===== config.mk =====
export PLATFORM = sky130hd
export DESIGN_NAME = slv_guard_cfg_seq
export DESIGN_NICKNAME = d
export VERILOG_FILES = /design/src/rtl/slv_guard_cfg_seq.sv
export SDC_FILE = /design/constraint.sdc
export NUM_CORES = 1
export LEC_CHECK = 0
export BUFFER_PORTS_ARGS = -buffer_cell sky130_fd_sc_hd__buf_2
export CAP_MARGIN = 25
export CORE_ASPECT_RATIO = 1.1
export CORE_MARGIN = 3
export CORE_UTILIZATION = 53
export DETAILED_ROUTE_END_ITERATION = 16
export MAX_ROUTING_LAYER = met4
export PLACE_DENSITY = 0.8
export SETUP_SLACK_MARGIN = 0.02
export SLEW_MARGIN = 20
export SYNTH_ARGS = -nofsm -noshare
export SYNTH_HDL_FRONTEND = slang
export SYNTH_SLANG_ARGS = --single-unit

===== constraint.sdc =====
create_clock -name clk_i -period 2.1 [get_ports clk_i]
set_input_delay 0.21 -clock clk_i [delete_from_list [all_inputs] [get_ports clk_i]]
set_output_delay 0.21 -clock clk_i [all_outputs]
set_load 0.01 [all_outputs]

===== src/rtl/slv_guard_cfg_seq.sv =====
// Configuration sequencer: writes guard budget registers, then the enable register, over a
// simple register bus. Define SLV_GUARD_CFG_READBACK_EN to verify every write with a read-back.
module slv_guard_cfg_seq #(
    parameter int unsigned          AddrWidth  = 32,
    parameter int unsigned          DataWidth  = 32,
    parameter int unsigned          NumBudgets = 8,
    parameter logic [AddrWidth-1:0] BudgetBase = AddrWidth'(32'h4),
    parameter logic [AddrWidth-1:0] EnableAddr = AddrWidth'(32'h0),
    parameter logic [DataWidth-1:0] EnableVal  = DataWidth'(32'h100),
    parameter int unsigned          MaxRetries = 2
) (
    input  logic                            clk_i,
    input  logic                            rst_ni,
    input  logic                            start_i,
    input  logic [NumBudgets*DataWidth-1:0] budgets_i,
    input  logic                            rst_req_i,
    output logic [AddrWidth-1:0]            reg_addr_o,
    output logic [DataWidth-1:0]            reg_wdata_o,
    output logic [DataWidth/8-1:0]          reg_wstrb_o,
    output logic                            reg_write_o,
    output logic                            reg_valid_o,
    input  logic                            reg_ready_i,
    input  logic                            reg_error_i,
    input  logic [DataWidth-1:0]            reg_rdata_i,
    output logic                            busy_o,
    output logic                            done_o,
    output logic                            err_o
);

    localparam int unsigned IdxW   = $clog2(NumBudgets + 1);
    localparam int unsigned BIdxW  = (NumBudgets > 1) ? $clog2(NumBudgets) : 1;
    localparam int unsigned RetryW = (MaxRetries > 0) ? $clog2(MaxRetries + 1) : 1;
    // Index value NumBudgets stands for the enable register access.
    localparam logic [IdxW-1:0]   EnIdx     = IdxW'(NumBudgets);
    localparam logic [IdxW-1:0]   LastIdx   = IdxW'(NumBudgets - 1);
    localparam logic [RetryW-1:0] MaxRetryC = RetryW'(MaxRetries);

    typedef enum logic [2:0] {
        StIdle,
        StWrBudget,
        StWrEnable,
        StDone,
`ifdef SLV_GUARD_CFG_READBACK_EN
        StRdCheck,
`endif
        StError
    } state_e;

    state_e                 state_q, state_d;
    logic                   valid_q, valid_d;
    logic [IdxW-1:0]        idx_q, idx_d;
    logic [RetryW-1:0]      retry_q, retry_d;
    logic [DataWidth-1:0]   budget_q [NumBudgets];
    logic [DataWidth-1:0]   budget_d [NumBudgets];

    logic                   is_enable;
    logic                   retry_ok;
    logic                   is_read;
    logic [IdxW-1:0]        adv_idx;
    state_e                 adv_state;
    logic [AddrWidth-1:0]   cur_addr;
    logic [DataWidth-1:0]   cur_data;

    assign is_enable = (idx_q == EnIdx);
    assign retry_ok  = (retry_q < MaxRetryC);
    assign adv_idx   = is_enable ? idx_q : idx_q + IdxW'(1);
    assign adv_state = is_enable ? StDone : ((idx_q == LastIdx) ? StWrEnable : StWrBudget);
    assign cur_addr  = is_enable ? EnableAddr : BudgetBase + (AddrWidth'(idx_q) << 2);
    assign cur_data  = is_enable ? EnableVal : budget_q[idx_q[BIdxW-1:0]];

`ifdef SLV_GUARD_CFG_READBACK_EN
    assign is_read = (state_q == StRdCheck);
`else
    logic unused_rdata;
    assign is_read      = 1'b0;
    assign unused_rdata = ^reg_rdata_i;
`endif

    always_ff @(posedge clk_i or negedge rst_ni) begin
        if (!rst_ni) begin
            state_q <= StIdle;
            valid_q <= 1'b0;
            idx_q   <= '0;
            retry_q <= '0;
            for (int k = 0; k < NumBudgets; k++) budget_q[k] <= '0;
        end else begin
            state_q  <= state_d;
            valid_q  <= valid_d;
            idx_q    <= idx_d;
            retry_q  <= retry_d;
            budget_q <= budget_d;
        end
    end

    always_comb begin
        state_d  = state_q;
        valid_d  = valid_q;
        idx_d    = idx_q;
        retry_d  = retry_q;
        budget_d = budget_q;
        unique case (state_q)
            StIdle, StDone, StError: begin
                if (start_i) begin
                    for (int k = 0; k < NumBudgets; k++) begin
                        budget_d[k] = budgets_i[k*DataWidth +: DataWidth];
                    end
                    idx_d   = '0;
                    retry_d = '0;
                    valid_d = 1'b0;
                    state_d = StWrBudget;
                end else if (state_q == StDone && rst_req_i) begin
                    // Guard was reset: replay the stored configuration.
                    idx_d   = '0;
                    retry_d = '0;
                    valid_d = 1'b0;
                    state_d = StWrBudget;
                end
            end
            StWrBudget, StWrEnable: begin
                if (!valid_q) begin
                    valid_d = 1'b1;
                end else if (reg_ready_i) begin
                    valid_d = 1'b0;
                    if (reg_error_i) begin
                        if (retry_ok) retry_d = retry_q + RetryW'(1);
                        else          state_d = StError;
                    end else begin
`ifdef SLV_GUARD_CFG_READBACK_EN
                        state_d = StRdCheck;
`else
                        retry_d = '0;
                        idx_d   = adv_idx;
                        state_d = adv_state;
`endif
                    end
                end
            end
`ifdef SLV_GUARD_CFG_READBACK_EN
            StRdCheck: begin
                if (!valid_q) begin
                    valid_d = 1'b1;
                end else if (reg_ready_i) begin
                    valid_d = 1'b0;
                    if (reg_error_i || reg_rdata_i != cur_data) begin
                        if (retry_ok) begin
                            retry_d = retry_q + RetryW'(1);
                            state_d = is_enable ? StWrEnable : StWrBudget;
                        end else begin
                            state_d = StError;
                        end
                    end else begin
                        retry_d = '0;
                        idx_d   = adv_idx;
                        state_d = adv_state;
                    end
                end
            end
`endif
            default: state_d = StIdle;
        endcase
    end

    // All request fields come from registers only, so they hold while ready is low.
    assign reg_valid_o = valid_q;
    assign reg_write_o = valid_q && !is_read;
    assign reg_addr_o  = valid_q ? cur_addr : '0;
    assign reg_wdata_o = (valid_q && !is_read) ? cur_data : '0;
    assign reg_wstrb_o = (valid_q && !is_read) ? '1 : '0;

    assign busy_o = (state_q == StWrBudget) || (state_q == StWrEnable) || is_read;
    assign done_o = (state_q == StDone);
    assign err_o  = (state_q == StError);

endmodule


==> Word level (Yosys, flattened, before mapping) <==
Cells that the tools add are included.
{ "op_classes": {"n_addsub": 3, "magnitude_cmp": 2, "eq_ne": 13, "n_mux": 36, "bitwise": 1, "reduce_logical": 11} }
{ "op_table": {"columns": ["cell", "n"], "rows": [
  ["2-to-1 mux 32 bit", 4],
  ["binary-select mux 32 bit (select 3 bit)", 1],
  ["2-to-1 mux 4 bit", 7],
  ["2-to-1 mux 3 bit", 6],
  ["2-to-1 mux 2 bit", 8],
  ["2-to-1 mux 7 bit", 2],
  ["!= test 3 bit (second input constant)", 3],
  ["!= test 2 bit (second input constant)", 4],
  ["one-hot mux 4 bit (2 select lines)", 1],
  ["adder 3 x 6 -> 7 bit (first input constant)", 1],
  ["== test 3 x 2 -> 1 bit (second input constant)", 2],
  ["one-hot mux 3 bit (2 select lines)", 1],
  ["AND reduction 6 bit", 1],
  ["AND reduction 5 bit", 1],
  ["adder 4 x 1 -> 4 bit (second input constant)", 1],
  ["== test 4 x 3 -> 1 bit (second input constant)", 1],
  ["== test 4 bit (second input constant)", 1],
  ["greater-or-equal comparator 4 bit (second input constant)", 1],
  ["2-to-1 mux 1 bit", 4],
  ["NOT 3 -> 4 bit", 1],
  ["one-hot mux 2 bit (2 select lines)", 1],
  ["AND reduction 2 bit", 2],
  ["AND reduction 4 bit", 1],
  ["== test 3 x 1 -> 1 bit (second input constant)", 1],
  ["10 further kinds", 10]
]} }
{ "totals": {"ff_bits": 266, "inputBits": 294, "out_inout_bits": 73, "word_cells": 78} }

==> Logic depth before layout (Yosys ltp) <==
{ "logic_depth": {"depth_word": 7, "mapped_depth": 8, "ltp_nobuf": 6} }

==> Worst setup path before layout <==
No wires, ideal clock.
{ "synth_path": {"path_type": "register to output", "from": "reg idx_q[1]", "to": "out reg_wdata_o[10]", "arrival_time_ns": 1.799, "t_required_ns": 1.890, "path_slack_ns": 0.091, "path_stages_with_launch": 9, "path_buffers": 3, "path_cell_list": "dfrtp_1 buf_2 buf_2 inv_1 ha_1 nand2_1 o21ai_1 clkbuf_1 a21oi_1"} }
{ "synth_between": {"elab_chain_len": 6, "elab_cells_between_ends": 7, "classes_between": "eq/ne: 1; mux: 5; bitwise: 1"} }
{ "synth_rtl": {"columns": ["element", "line", "source"], "rows": [
  ["from (decl)", "51", "logic [IdxW-1:0] idx_q, idx_d;"],
  ["from (signal assigned)", "89", "idx_q <= idx_d;"],
  ["NOT 3 -> 4 bit (not written as such)", "69", "assign cur_data = is_enable ? EnableVal : budget_q[idx_q[BIdxW-1:0]];"],
  ["binary-select mux 32 bit (select 3 bit)", "69", null],
  ["2-to-1 mux 32 bit (not written as such) (2 in a row)", "69", null],
  ["2-to-1 mux 32 bit *", "69", null],
  ["2-to-1 mux 32 bit *", "167", "assign reg_wdata_o = (valid_q && !is_read) ? cur_data : '0;"],
  ["to (decl)", "18", "output logic [DataWidth-1:0] reg_wdata_o,"]
]} }
Every way passes the cells marked *; elsewhere a longest branch is shown, timed or not. The select of a mux whose other input is x is not followed.

==> Worst setup path in the final report <==
{ "layout_path": {"from": "reg idx_q[0]", "to": "out reg_wdata_o[21]"} }
The elaborated chain is that of the path after synthesis.

==> impl_metrics.env <==
export IMPL_hold_depth=3
export IMPL_cpMaxStageDelayCell="dfrtp_4"
export IMPL_synth_ff_type="dfrtp_1"
export IMPL_ys_seq_elements=266
export IMPL_setup_viol=37
export IMPL_start_util_pct=54.8
export IMPL_synth_top_area_share_pct=48.9
export IMPL_die_h_um=174
export IMPL_worst_setup_path_type="reg -> out"
export IMPL_crit_chain="buf_6 -> inv_4 -> ha_4 -> nand2_4 -> o21ai_4 -> buf_12 -> clkbuf_16 -> a21oi_1 -> buf_2"
export IMPL_seqPwrFrac_pct=33.3
export IMPL_layout_drive_gt1_share_pct=56.1
export IMPL_syn_inst=840
export IMPL_insertion_delay_ps=550
export IMPL_gp_congestion=0.852
export IMPL_layout_nets=1747
export IMPL_end_kind="output port"
export IMPL_rr_startpoint="state_q[1]"
export IMPL_core_um2=24800
export IMPL_hold_violations=0
export IMPL_max_cap_violations=0
export IMPL_yosys_top_cells_count="266 x dfrtp_1, 240 x mux2_4, 73 x nand2_1"
export IMPL_dp_hpwl_mm=24.3
export IMPL_drt_iter0_drc=634
export IMPL_rsz0062_at_grt="yes"
export IMPL_slew_violations=0
export IMPL_power_net_switching_w=0.00960
export IMPL_via_count=10020
export IMPL_power_frac_comb_pct=48.2
export IMPL_critPathMaxStageDelay_ps=560
export IMPL_worst_slew_pin_slew_ps=781
export IMPL_ys_top_cells_by_area="dfrtp_1 49%, mux2_4 26%, mux4_2 11%"
export IMPL_min_path_type="in -> reg"
export IMPL_wirelength_mm=45.4
export IMPL_fin_crit_sh_pct=119
export IMPL_synth_largest_area_cell="dfrtp_1"
export IMPL_total_power_w=0.0290
export IMPL_fillCellCount=1214
export IMPL_numCtsBuffers=28
export IMPL_syn2layout_area_growth_pct=45.7
export IMPL_whs_ps=72.1
export IMPL_grt_usage_pct=32.5
export IMPL_antenna_found_initial=5
export IMPL_switching_share_pct=33.1
export IMPL_synth_edf_count=0
export IMPL_cts_num_sinks=266
export IMPL_avgSynthCellArea_um2=16.2
export IMPL_timing_fmax_ghz=0.400
export IMPL_ys_types=39
export IMPL_grt_pass1_vias=11227
export IMPL_postSynth_asyncResetShare_pct=100
export IMPL_num_rows=60
export IMPL_ff2ff_path_depth=5
export IMPL_final_setup_worst_slack_ps=-400
export IMPL_routedWlPerCell_um=25.0
export IMPL_required_ps=1890
export IMPL_clock_tree_buffer_depth=3
export IMPL_yosysSeqAreaShare_pct=48.9
export IMPL_synth_most_common_cell="dfrtp_1"
export IMPL_die_area_um2=27600
export IMPL_postRouteAntennaNets=0
export IMPL_cellLeakagePower_nw=9.66
export IMPL_die_width_um=159
export IMPL_cts_clk_slew_worst_paths_ps=60
export IMPL_grt_first_pass_wirelength_mm=67.4
export IMPL_syn_area_um2=13600
export IMPL_final_cells=1819
export IMPL_dpl_cell_count=1464
export IMPL_slew_limit_headroom_pct=48.0
export IMPL_hp_start="reg_error_i"
export IMPL_p_per_area_nw_per_um2=1460
export IMPL_critPathLaunchType="register"
export IMPL_outcome="complete, but fails checks"
export IMPL_dr_pass1_iters=5
export IMPL_io_buffers=307
export IMPL_ys_warn_count=0
export IMPL_grt_overflow=0
export IMPL_crit_fanout=6
export IMPL_layout_min_cycle_time_ps=2500
export IMPL_via_per_inst=5.51
export IMPL_violations="setup timing"
export IMPL_cp_arrival_ps=2290
export IMPL_ctsRootBufferMaster="clkbuf_16"
export IMPL_p_clk_share_pct=18.5
export IMPL_ir_drop_uv=951
export IMPL_drc=0
export IMPL_fin_worst_skew_ps=15.7
export IMPL_crit_start="idx_q[0]"
export IMPL_cts_max_level=1
export IMPL_p_int_w=0.0194
export IMPL_cts_tree="done"
export IMPL_grt_start_max_net_pins=86
export IMPL_io_pins=367
[final timing paths]
kind	slack, ps	to
setup / recovery	-400	reg_wdata_o[21]
hold / removal	70	retry_q[0]
setup reg to reg	140	budget_q[203]
hold reg to reg	500	budget_q[201]
max in group asynchronous	1120	budget_q[96]
min in group asynchronous	280	budget_q[164]
[kinds of logic (layout without fill, tap and decap cells)]
family                   count (synthesis)  count (layout)  synth area share [%]
flip-flops                             266             266                  48.9
buffers and inverters                   95             702                  6.90
XOR/XNOR                                 1               1                0.0644
other                                    1              32                0.0276
AND/OR/NAND/NOR                         92              92                  2.82
multiplexers                           321             321                  38.5
adder cells (fa/ha/maj)                  2               2                 0.184
AO/OA/AOI/OAI                           62              62                  2.62
[state kept, by name, summed over array words and instances, names as in the netlist]
| name | count |
|---|---|
| retry_q | 2 |
| idx_q | 4 |
| reg_valid_o | 1 |
| state_q | 3 |
| budget_q | 256 |
[timing repair]
action,4_1_cts,5_1_grt
hold endpoints to repair,334,0
endpoints found under the setup margin,37,38
pin swaps,17,6
gates cloned,4,3
hold buffers,260,0
resized for setup,58,55
setup buffers,21,11
[power groups by stage]
stage,Sequential [W],Clock [W],Combinational [W]
2_1_floorplan,0.00869,0,0.00899
3_3_place_gp,0.00918,0,0.0112
3_5_place_dp,0.00936,0,0.0114
4_1_cts,0.00934,0.00536,0.0128
5_1_grt,0.00989,0.00564,0.0145
6_report,0.00964,0.00537,0.0140
[placed cells by master (no fill, tap or decap), types with 18 or more instances in the layout]
cell and n:
conb_1 27, clkbuf_16 31, nand2_1 36, nand2_2 32, buf_4 28, mux2_4 240, mux4_2 64, dlygate4sd3_1 260
dfrtp_1 262, a21oi_1 18, a21oi_2 19, buf_2 300, buf_12 27
[worst max-delay path, delay by kind of cell (launching register included)]
family | cells | cell delay [ps]
buffers and inverters | 5 | 680
adder cells (fa/ha/maj) | 1 | 140
AO/OA/AOI/OAI | 2 | 310
AND/OR/NAND/NOR | 1 | 60
flip-flops | 1 | 560
[layout make-up]
class,count,area (um2),share of cell area [%]
diodes,5,12.5,0.0631
clock buffers,41,841,4.24
clock inverters,11,159,0.801
inverters,7,28.8,0.145
multi-input cells,505,6380,32.2
flip-flops and latches,266,6670,33.6
well taps,341,427,2.15
repair buffers,643,5310,26.8
[routing by layer]
layer | GRT usage [%] | share of wire, %
met1 | 37.1 | 36
met2 | 55.4 | 51
met3 | 6.41 | 7.2
met4 | 15.2 | 5.6
met5 | - | 0
[through the flow]
step	setup WS (ps)	util (%)	TNS, ps	area, um2
finish	-400	79.8	-12590	19800
global route	-447	79.8	-14870	19800
CTS	-387	78.3	-11760	19500
detailed placement	78.2	61.9	0	15400
global placement	85.0	61.9	0	15400
floorplan	90.6	-	0	13700
Power figures use the tool's default switching activity.
